===== src/rtl/pulse_sequencer.sv =====
// Pattern-ROM note sequencer feeding one pulse_channel voice: fetches, decodes and
// stages the next step ahead of the song tick. Optional macro: PULSE_SEQ_TRANSPOSE_EN.
module pulse_sequencer #(
  parameter int unsigned PHASE_BITS = 18,
  parameter int unsigned ADDR_BITS  = 8,
  parameter int unsigned LOOP_ADDR  = 0
) (
  input  logic                  clk,
  input  logic                  rst_n,
  input  logic                  tick_clk,
  input  logic                  song_clk,
  input  logic                  start,
  input  logic                  stop,
  output logic [ADDR_BITS-1:0]  rom_addr,
  input  logic [7:0]            rom_data,
`ifdef PULSE_SEQ_TRANSPOSE_EN
  input  logic [4:0]            transpose,
`endif
  output logic                  note_on,
  output logic                  note_trigger,
  output logic [PHASE_BITS-1:0] phase_inc,
  output logic                  playing,
  output logic                  underrun
);

  typedef enum logic [2:0] {
    S_IDLE, S_ADDR, S_READ, S_DECODE, S_DIV, S_STAGED
  } state_t;

  typedef enum logic [1:0] {
    CMD_NOTE = 2'b00,
    CMD_HOLD = 2'b01,
    CMD_REST = 2'b10,
    CMD_END  = 2'b11
  } cmd_t;

  state_t                r_state;
  state_t                w_next;

  logic [ADDR_BITS-1:0]  r_rom_addr;
  logic [7:0]            r_data;
  logic [5:0]            r_rem;
  logic [2:0]            r_oct;
  logic                  r_end_seen;
  logic                  r_stg_valid;
  cmd_t                  r_stg_cmd;
  logic [PHASE_BITS-1:0] r_stg_inc;
  logic                  r_note_on;
  logic [PHASE_BITS-1:0] r_phase_inc;
  logic                  r_playing;
  logic                  r_underrun;

  cmd_t                  w_cmd;
  logic [5:0]            w_note;
  logic [5:0]            w_sel_rem;
  logic [2:0]            w_sel_oct;
  logic                  w_div_done;
  logic [2:0]            w_shamt;
  logic [17:0]           w_base;
  logic [17:0]           w_shifted;
  logic [PHASE_BITS-1:0] w_stage_inc;
  logic                  w_stage;
  logic                  w_consume;

  function automatic logic [17:0] base_lut(input logic [3:0] semi);
    logic [17:0] v;
    case (semi)
      4'd0:    v = 18'd11430;
      4'd1:    v = 18'd12110;
      4'd2:    v = 18'd12830;
      4'd3:    v = 18'd13593;
      4'd4:    v = 18'd14401;
      4'd5:    v = 18'd15257;
      4'd6:    v = 18'd16164;
      4'd7:    v = 18'd17125;
      4'd8:    v = 18'd18144;
      4'd9:    v = 18'd19223;
      4'd10:   v = 18'd20366;
      4'd11:   v = 18'd21577;
      default: v = 18'd0;
    endcase
    return v;
  endfunction

  assign w_cmd     = cmd_t'(r_data[7:6]);
  assign w_consume = tick_clk && song_clk && r_playing;

`ifdef PULSE_SEQ_TRANSPOSE_EN
  logic [7:0] w_sum;
  assign w_sum = {2'b00, r_data[5:0]} + {{3{transpose[4]}}, transpose};
  always_comb begin
    w_note = w_sum[5:0];
    if (w_sum[7])      w_note = 6'd0;
    else if (w_sum[6]) w_note = 6'd63;
  end
`else
  assign w_note = r_data[5:0];
`endif

  // DECODE resolves octave 0 itself; DIV then spends exactly one clk per further
  // octave, so the shared stage path sees either the raw note or the remainder.
  always_comb begin
    w_sel_rem = w_note;
    w_sel_oct = 3'd0;
    if (r_state == S_DIV) begin
      w_sel_rem = r_rem;
      w_sel_oct = r_oct;
    end
  end

  assign w_div_done  = (w_sel_rem < 6'd12);
  assign w_shamt     = 3'd5 - w_sel_oct;
  assign w_base      = base_lut(w_sel_rem[3:0]);
  assign w_shifted   = w_base >> w_shamt;
  assign w_stage_inc = PHASE_BITS'(w_shifted) << (PHASE_BITS - 18);
  assign w_stage     = w_div_done &&
                       (((r_state == S_DECODE) && (w_cmd != CMD_END)) ||
                        (r_state == S_DIV));

  always_ff @(posedge clk or negedge rst_n) begin
    if (!rst_n) r_state <= S_IDLE;
    else        r_state <= w_next;
  end

  always_comb begin
    w_next = r_state;
    if (start) begin
      w_next = S_ADDR;
    end else if (stop) begin
      w_next = S_IDLE;
    end else begin
      case (r_state)
        S_IDLE:   w_next = S_IDLE;
        S_ADDR:   w_next = S_READ;
        S_READ:   w_next = S_DECODE;
        S_DECODE: begin
          if (w_cmd == CMD_END) w_next = r_end_seen ? S_IDLE : S_ADDR;
          else if (w_div_done)  w_next = S_STAGED;
          else                  w_next = S_DIV;
        end
        S_DIV:    if (w_div_done) w_next = S_STAGED;
        S_STAGED: if (w_consume)  w_next = S_ADDR;
        default:  w_next = S_IDLE;
      endcase
    end
  end

  always_ff @(posedge clk or negedge rst_n) begin
    if (!rst_n) begin
      r_rom_addr  <= '0;
      r_data      <= '0;
      r_rem       <= '0;
      r_oct       <= '0;
      r_end_seen  <= 1'b0;
      r_stg_valid <= 1'b0;
      r_stg_cmd   <= CMD_NOTE;
      r_stg_inc   <= '0;
      r_note_on   <= 1'b0;
      r_phase_inc <= '0;
      r_playing   <= 1'b0;
      r_underrun  <= 1'b0;
    end else if (start) begin
      r_rom_addr  <= '0;
      r_end_seen  <= 1'b0;
      r_stg_valid <= 1'b0;
      r_note_on   <= 1'b0;
      r_playing   <= 1'b1;
      r_underrun  <= 1'b0;
    end else if (stop) begin
      r_stg_valid <= 1'b0;
      r_note_on   <= 1'b0;
      r_playing   <= 1'b0;
    end else begin
      if (w_consume) begin
        if (r_stg_valid) begin
          r_note_on   <= (r_stg_cmd != CMD_REST);
          if (r_stg_cmd == CMD_NOTE) r_phase_inc <= r_stg_inc;
          r_stg_valid <= 1'b0;
          r_rom_addr  <= r_rom_addr + ADDR_BITS'(1);
        end else begin
          r_underrun  <= 1'b1;
        end
      end

      case (r_state)
        S_READ: r_data <= rom_data;
        S_DECODE: begin
          if (w_cmd == CMD_END) begin
            r_end_seen <= 1'b1;
            r_rom_addr <= ADDR_BITS'(LOOP_ADDR);
            if (r_end_seen) begin
              r_playing <= 1'b0;
              r_note_on <= 1'b0;
            end
          end else begin
            r_end_seen <= 1'b0;
            if (!w_div_done) begin
              r_rem <= w_note - 6'd12;
              r_oct <= 3'd1;
            end
          end
        end
        S_DIV: begin
          if (!w_div_done) begin
            r_rem <= r_rem - 6'd12;
            r_oct <= r_oct + 3'd1;
          end
        end
        default: ;
      endcase

      if (w_stage) begin
        r_stg_valid <= 1'b1;
        r_stg_cmd   <= w_cmd;
        r_stg_inc   <= w_stage_inc;
      end
    end
  end

  assign rom_addr     = r_rom_addr;
  assign note_on      = r_note_on;
  assign note_trigger = r_stg_valid && (r_stg_cmd == CMD_NOTE);
  assign phase_inc    = r_phase_inc;
  assign playing      = r_playing;
  assign underrun     = r_underrun;

endmodule


===== config.mk =====
export PLATFORM = sky130hd
export DESIGN_NAME = pulse_sequencer
export DESIGN_NICKNAME = d
export VERILOG_FILES = /design/src/rtl/pulse_sequencer.sv
export SDC_FILE = /design/constraint.sdc
export NUM_CORES = 1
export LEC_CHECK = 0
export CORE_AREA = 5 5 91 93
export CTS_CLUSTER_DIAMETER = 150
export CTS_CLUSTER_SIZE = 20
export DETAILED_ROUTE_END_ITERATION = 7
export DIE_AREA = 0 0 96 98
export PLACE_DENSITY = 0.83
export SYNTH_ARGS = -nofsm -noshare
export SYNTH_HDL_FRONTEND = slang
export SYNTH_SLANG_ARGS = --single-unit
export TNS_END_PERCENT = 1

===== constraint.sdc =====
create_clock -name clk -period 7.1 [get_ports clk]
set_input_delay 1.42 -clock clk [delete_from_list [all_inputs] [get_ports clk]]
set_output_delay 1.42 -clock clk [all_outputs]
set_load 0.02 [all_outputs]

==> results of run 1 <==
## layer usage
layer	vias up	routed length [um]	part of all wire, %	track usage (%)
li1	1735	-	-	-
met1	1791	4680	45	33.3
met2	158	4830	46	35.1
met3	23	740	7.1	5.24
met4	0	241	2.3	7.33
met5	-	0	0	0
## placed cells by master, fill, tap and decap left out, types with 4 or more instances in the layout
cell	count
a211oi_1	12
nor3_1	8
o211ai_1	7
mux2_2	29
nor3b_1	4
a31oi_1	7
o21ai_0	34
ha_1	10
inv_1	12
nand2b_1	9
a21oi_1	19
o31ai_1	4
nand2_1	48
nand3b_1	6
mux2i_1	13
o22ai_1	7
clkbuf_8	10
and2_1	4
nor2b_1	8
clkdlybuf4s50_1	39
nor2_1	28
a22o_1	4
dfrtp_1	65
a21o_1	4
nand3_1	14
## worst max-delay path, cell delays in order (launching register included)
cell,delay (ns)
dfrtp_1,0.53
nor3b_4,0.46
buf_4,0.36
mux2i_1,0.71
inv_1,0.20
ha_1,0.33
or2_2,0.33
nor2_1,0.58
nand2_1,0.19
o211ai_1,0.21
## stage by stage
stage | power (mW) | instance area [um2] | setup WS (ns)
2_1_floorplan | 0.761 | 4310 | 4.00
3_3_place_gp | 0.856 | 4650 | 3.35
3_5_place_dp | 0.863 | 4650 | 3.16
4_1_cts | 1.21 | 4870 | 3.13
5_1_grt | 1.29 | 4870 | 2.70
6_report | 1.22 | 4870 | 3.10
## final cells by class
type	instances	area, um2	share of cell area, %
Clock buffer	11	141	2.90
Clock inverter	5	78.8	1.62
Inverter	12	45.0	0.924
Multi-Input combinational cell	351	2440	50.0
Sequential cell	65	1630	33.4
Tap cell	102	128	2.62
Timing Repair Buffer	43	418	8.57
## final timing paths
| kind | startpoint | to | slack [ns] | cells past startpoint |
|---|---|---|---|---|
| worst max-delay path | r_state[0] | r_stg_inc[1] | 3.10 | 9 |
| worst min-delay path | r_stg_inc[13] | r_stg_inc[13] | 0.49 | 2 |
| worst max register to register | r_state[0] | r_stg_inc[1] | 3.10 | 9 |
| worst min register to register | r_stg_inc[13] | r_stg_inc[13] | 0.49 | 2 |
| max in group asynchronous | rst_n | r_rem[4] | 5.34 | 2 |
| min in group asynchronous | rst_n | phase_inc[6] | 1.24 | 2 |
## cells by family (layout without fill, tap and decap cells)
kind of cell	count (synthesis)	count (layout)	synth area share, %
AOI/OAI and AO/OA	137	137	21.8
xor gates and xnor gates	4	4	0.814
muxes	45	45	11.8
other	1	3	0.0871
adders and majority gates	10	10	2.91
and+or+nand+nor	152	152	19.0
buffers and inverters	49	71	5.78
DFF	65	65	37.8
## where the power goes
| group | internal, mW | total, mW | switching, mW | leakage, nW |
|---|---|---|---|---|
| Sequential | 0.415 | 0.494 | 0.0797 | 0.866 |
| Clock | 0.207 | 0.354 | 0.147 | 0.113 |
| Combinational | 0.163 | 0.372 | 0.209 | 1.07 |
## sequential cells by signal, summed over array words and instances, names as in the netlist
register / flops
note_on: 1
phase_inc: 15
playing: 1
r_data: 8
r_end_seen: 1
r_oct: 3
r_rem: 6
r_state: 3
r_stg_cmd: 2
r_stg_inc: 15
r_stg_valid: 1
rom_addr: 8
underrun: 1
==> results.json, run 1 <==
{
  "status": "finished clean",
  "synth_area_leaders": "dfrtp_1 (38%), mux2_2 (7.6%), nand2_1 (4.2%), o21ai_0 (4.0%), mux2i_1 (3.0%)",
  "worst_pin_slew_ns": 1.22,
  "n_antenna_cell": 0,
  "avgSynthCellArea_um2": 9.30,
  "synth-seq-cells": 65,
  "cts_tree": "yes",
  "rows": 32,
  "rsz0062_at_grt": "false",
  "ys_types": 72,
  "layout.nets": 506,
  "via_per_inst": 6.29,
  "p_leak_nw": 2.05,
  "dp_cells": 573,
  "numCtsBuffers": 9,
  "crit_path_end_kind": "flop",
  "fin_cells": 589,
  "dieWidth_um": 96,
  "final.setup_skew_ns": 0.0141,
  "yosysSeqAreaShare_pct": 37.8,
  "grt-ovfl-total": 0,
  "cts.clk_slew.worst_paths_ns": 0.07,
  "grt_first_pass_wirelength_um": 17400,
  "worstPathMaxFanout": 23,
  "final_util_pct": 65.5,
  "setup_viol_count_final": 0,
  "floorplan.initialDensity_pct": 57.8,
  "yosysWarnings": 0,
  "post_cts_resized": 0,
  "arrival_ns": 4.26,
  "start_kind": "flop",
  "clock-root-buffer": "clkbuf_8",
  "syn_area_um2": 4310,
  "finalHoldViolations": 0,
  "port_buffers": 40,
  "synth-edff-count": 0,
  "dp_hpwl_um": 7370,
  "io_pins": 44,
  "slew_violations": 0,
  "worstHoldPathType": "flop to flop",
  "relSlewSlack_pct": 17.6,
  "cp.required_ns": 7.36,
  "setup_tns_ns": 0,
  "grt_start_max_net_pins": 66,
  "ir_worst_vdd_mv": 0.209,
  "synth_cells": 463,
  "area_delta_synth_final_pct": 13.2,
  "grt_usage_pct": 23.3,
  "yosys.area.top_type": "dfrtp_1",
  "ys.flop_type": "dfrtp_1",
  "numClockSinks": 65,
  "drt_iter0_drc": 340,
  "wl_per_cell_um": 17.8,
  "fillCellCount": 622,
  "synth-async-reset-ratio_pct": 100,
  "crit_type": "flop to flop",
  "clockBufferDepth": 2,
  "first_global_vias": 3481,
  "period_minus_slack_ns": 4.00,
  "max_freq_mhz": 250,
  "drc": 0,
  "place_congestion": 0.977,
  "drive_above_1_share_pct": 13.6,
  "yosysTopAreaCellShare_pct": 37.8,
  "h-tree-depth": 3,
  "die_area_um2": 9410,
  "drt-pass1-iter-count": 5,
  "whs_ns": 0.486,
  "totalWireLength_um": 10500,
  "cts_hold_buf": 0,
  "yosysMostFrequentCell": "dfrtp_1",
  "post-route-period-util_pct": 56.3,
  "die_height_um": 98,
  "max-cap-violations": 0,
  "ant_nets": 0,
  "vias": 3707,
  "clk-insertion-delay-late_ns": 0.35,
  "yosys-top-cells-count": "dfrtp_1 (65), nand2_1 (48), o21ai_0 (34)",
  "post_cts_buffers": 0,
  "antenna_found_initial": 0,
  "power_density_nw_per_um2": 250,
  "fp.coreArea_um2": 7450
}
Power figures use the tool's default switching activity.
==> run 2: changes to the inputs <==
--- a/config.mk
+++ b/config.mk
@@ -5,12 +5,12 @@
 export SDC_FILE = /design/constraint.sdc
 export NUM_CORES = 1
 export LEC_CHECK = 0
-export CORE_AREA = 5 5 91 93
+export CORE_AREA = 5 5 93 95
 export CTS_CLUSTER_DIAMETER = 150
 export CTS_CLUSTER_SIZE = 20
 export DETAILED_ROUTE_END_ITERATION = 7
-export DIE_AREA = 0 0 96 98
-export PLACE_DENSITY = 0.83
+export DIE_AREA = 0 0 98 100
+export PLACE_DENSITY = 0.8
 export SYNTH_ARGS = -nofsm -noshare
 export SYNTH_HDL_FRONTEND = slang
 export SYNTH_SLANG_ARGS = --single-unit
==> constraint.sdc (replaced) <==
create_clock -name clk -period 3.9 [get_ports clk]
set_input_delay 0.78 -clock clk [delete_from_list [all_inputs] [get_ports clk]]
set_output_delay 0.78 -clock clk [all_outputs]
set_load 0.02 [all_outputs]
==> run 2 against run 1 <==
Final area fell by 0.10%. Clock skew fell by 0.00078 ns. Highest routed layer unchanged. Sequential power rose by 81%. Global-route usage fell by 0.37 points. Sequential share of layout area barely moved. Clock power rose by 45%. Maximum frequency rose by 28%. Largest cell class unchanged. Power rose by 72%. Wire length rose by 2.9%. Clock-buffer cell count fell by 1.
==> results.json, run 2 (synthesis gave the netlist of run 1 again) <==
{
  "dp_hpwl_um": 7800,
  "first_global_vias": 3521,
  "relSlewSlack_pct": 19.1,
  "n_antenna_cell": 0,
  "crit_type": "flop to flop",
  "start_kind": "flop",
  "setup_tns_ns": 0,
  "ir_worst_vdd_mv": 0.296,
  "die_area_um2": 9800,
  "finalHoldViolations": 0,
  "use_met1_pct": 32.2,
  "grt_first_pass_wirelength_um": 18000,
  "max-cap-violations": 0,
  "post_cts_resized": 0,
  "wl_per_cell_um": 18.1,
  "drt_iter0_drc": 276,
  "area_delta_synth_final_pct": 13.1,
  "slew_violations": 0,
  "h-tree-depth": 3,
  "layout.nets": 512,
  "numClockSinks": 65,
  "layout_commonest_cell": "dfrtp_1",
  "grt.met2_usage_pct": 35.7,
  "status": "finished clean",
  "crit_path_end_kind": "flop",
  "numCtsBuffers": 9,
  "io_pins": 44,
  "worstHoldPathType": "primary input to async pin",
  "clk-insertion-delay-late_ns": 0.35,
  "p_leak_nw": 2.05,
  "rsz0062_at_grt": "false",
  "floorplan.initialDensity_pct": 56.3,
  "layout_common_cells": "dfrtp_1 (65), nand2_1 (48), clkdlybuf4s50_1 (39)",
  "reg2reg_to": "r_stg_inc[5]",
  "setup_viol_count_final": 0,
  "totalWireLength_um": 10800,
  "period_minus_slack_ns": 3.13,
  "final.setup_skew_ns": 0.0133,
  "max_freq_mhz": 320,
  "cts.clk_slew.worst_paths_ns": 0.08,
  "power_density_nw_per_um2": 431,
  "fin_cells": 595,
  "arrival_ns": 3.34,
  "reg2reg_from": "r_state[0]",
  "place_area_um2": 4700,
  "reg2reg_depth": 9,
  "drc": 0,
  "ant_nets": 0,
  "fin_area_um2": 4870,
  "post_cts_buffers": 0,
  "grt_usage_pct": 22.9,
  "regToRegSetupSlack_ns": 0.77,
  "via_per_inst": 6.22,
  "dieWidth_um": 98,
  "grt-ovfl-total": 0,
  "post-route-period-util_pct": 80.2,
  "cp.required_ns": 4.11,
  "grt_start_max_net_pins": 44,
  "place_congestion": 0.955,
  "clock-root-buffer": "clkbuf_8",
  "gr-usage-met3_pct": 4.24,
  "worstPathMaxFanout": 22,
  "clockBufferDepth": 2,
  "fp.coreArea_um2": 7650,
  "report.power.total_mw": 2.10,
  "drive_above_1_share_pct": 14.6,
  "dp_cells": 579,
  "cts_hold_buf": 0,
  "worst_pin_slew_ns": 1.20,
  "antenna_found_initial": 0,
  "drt-pass1-iter-count": 5,
  "top_usage_layer": "met2",
  "rows": 32,
  "vias": 3698,
  "die_height_um": 100,
  "port_buffers": 40,
  "cts_tree": "yes"
}
run 2: cell types whose count changed in the layout (fill, tap and decap cells not counted):
cell and change:
clkinvlp_4 +2, buf_4 +6, inv_6 +1, bufinv_16 -2, clkbuf_8 -1
run 2: how the worst max path moves through the flow:
| stage | start | end | depth (start not counted) |
|---|---|---|---|
| floorplan | r_state[1] | r_stg_inc[4] | 15 |
| global placement | r_state[0] | r_stg_inc[6] | 10 |
| detailed placement | r_state[0] | r_stg_inc[5] | 8 |
| CTS | r_state[0] | r_stg_inc[5] | 9 |
| global route | r_state[0] | r_stg_inc[5] | 9 |
| finish | r_state[0] | r_stg_inc[5] | 9 |
run 2: power by group:
group	total [mW]	internal, mW	switching, mW
sequential	0.894	0.755	0.139
combinational	0.692	0.302	0.390
clock	0.512	0.232	0.281
total	2.10	1.29	0.810
run 2: cell type report:
cell class / count / area [um2]
well taps: 102 / 128
fillers: 659 / 2780
multi-input cells: 351 / 2440
flip-flops and latches: 65 / 1630
clock inverters: 6 / 42.5
repair buffers: 49 / 463
clock buffers: 10 / 128
inverters: 12 / 45.0
run 2: critical path: stages, from the launching register on:
cell	delay [ns]
dfrtp_1	0.53
nor3b_4	0.31
buf_4	0.29
mux2i_1	0.25
inv_1	0.11
ha_1	0.29
or4b_4	0.71
nand2b_4	0.21
a211oi_1	0.19
a211oi_1	0.10
run 2: per-layer routing:
| metal | part of all wire (%) | vias up |
|---|---|---|
| li1 | - | 1741 |
| met1 | 46 | 1797 |
| met2 | 46 | 134 |
| met3 | 5.8 | 26 |
| met4 | 2.3 | 0 |
| met5 | 0 | - |
run 2: metrics by stage:
step / worst slack [ns] / hold slack (ns) / utilization [%]
2_1_floorplan: 0.796 / 0.435 / -
3_3_place_gp: 0.873 / 0.462 / 61.5
3_5_place_dp: 0.797 / 0.467 / 61.5
4_1_cts: 0.779 / 0.428 / 63.7
5_1_grt: 0.499 / 0.446 / 63.7
6_report: 0.771 / 0.412 / 63.7
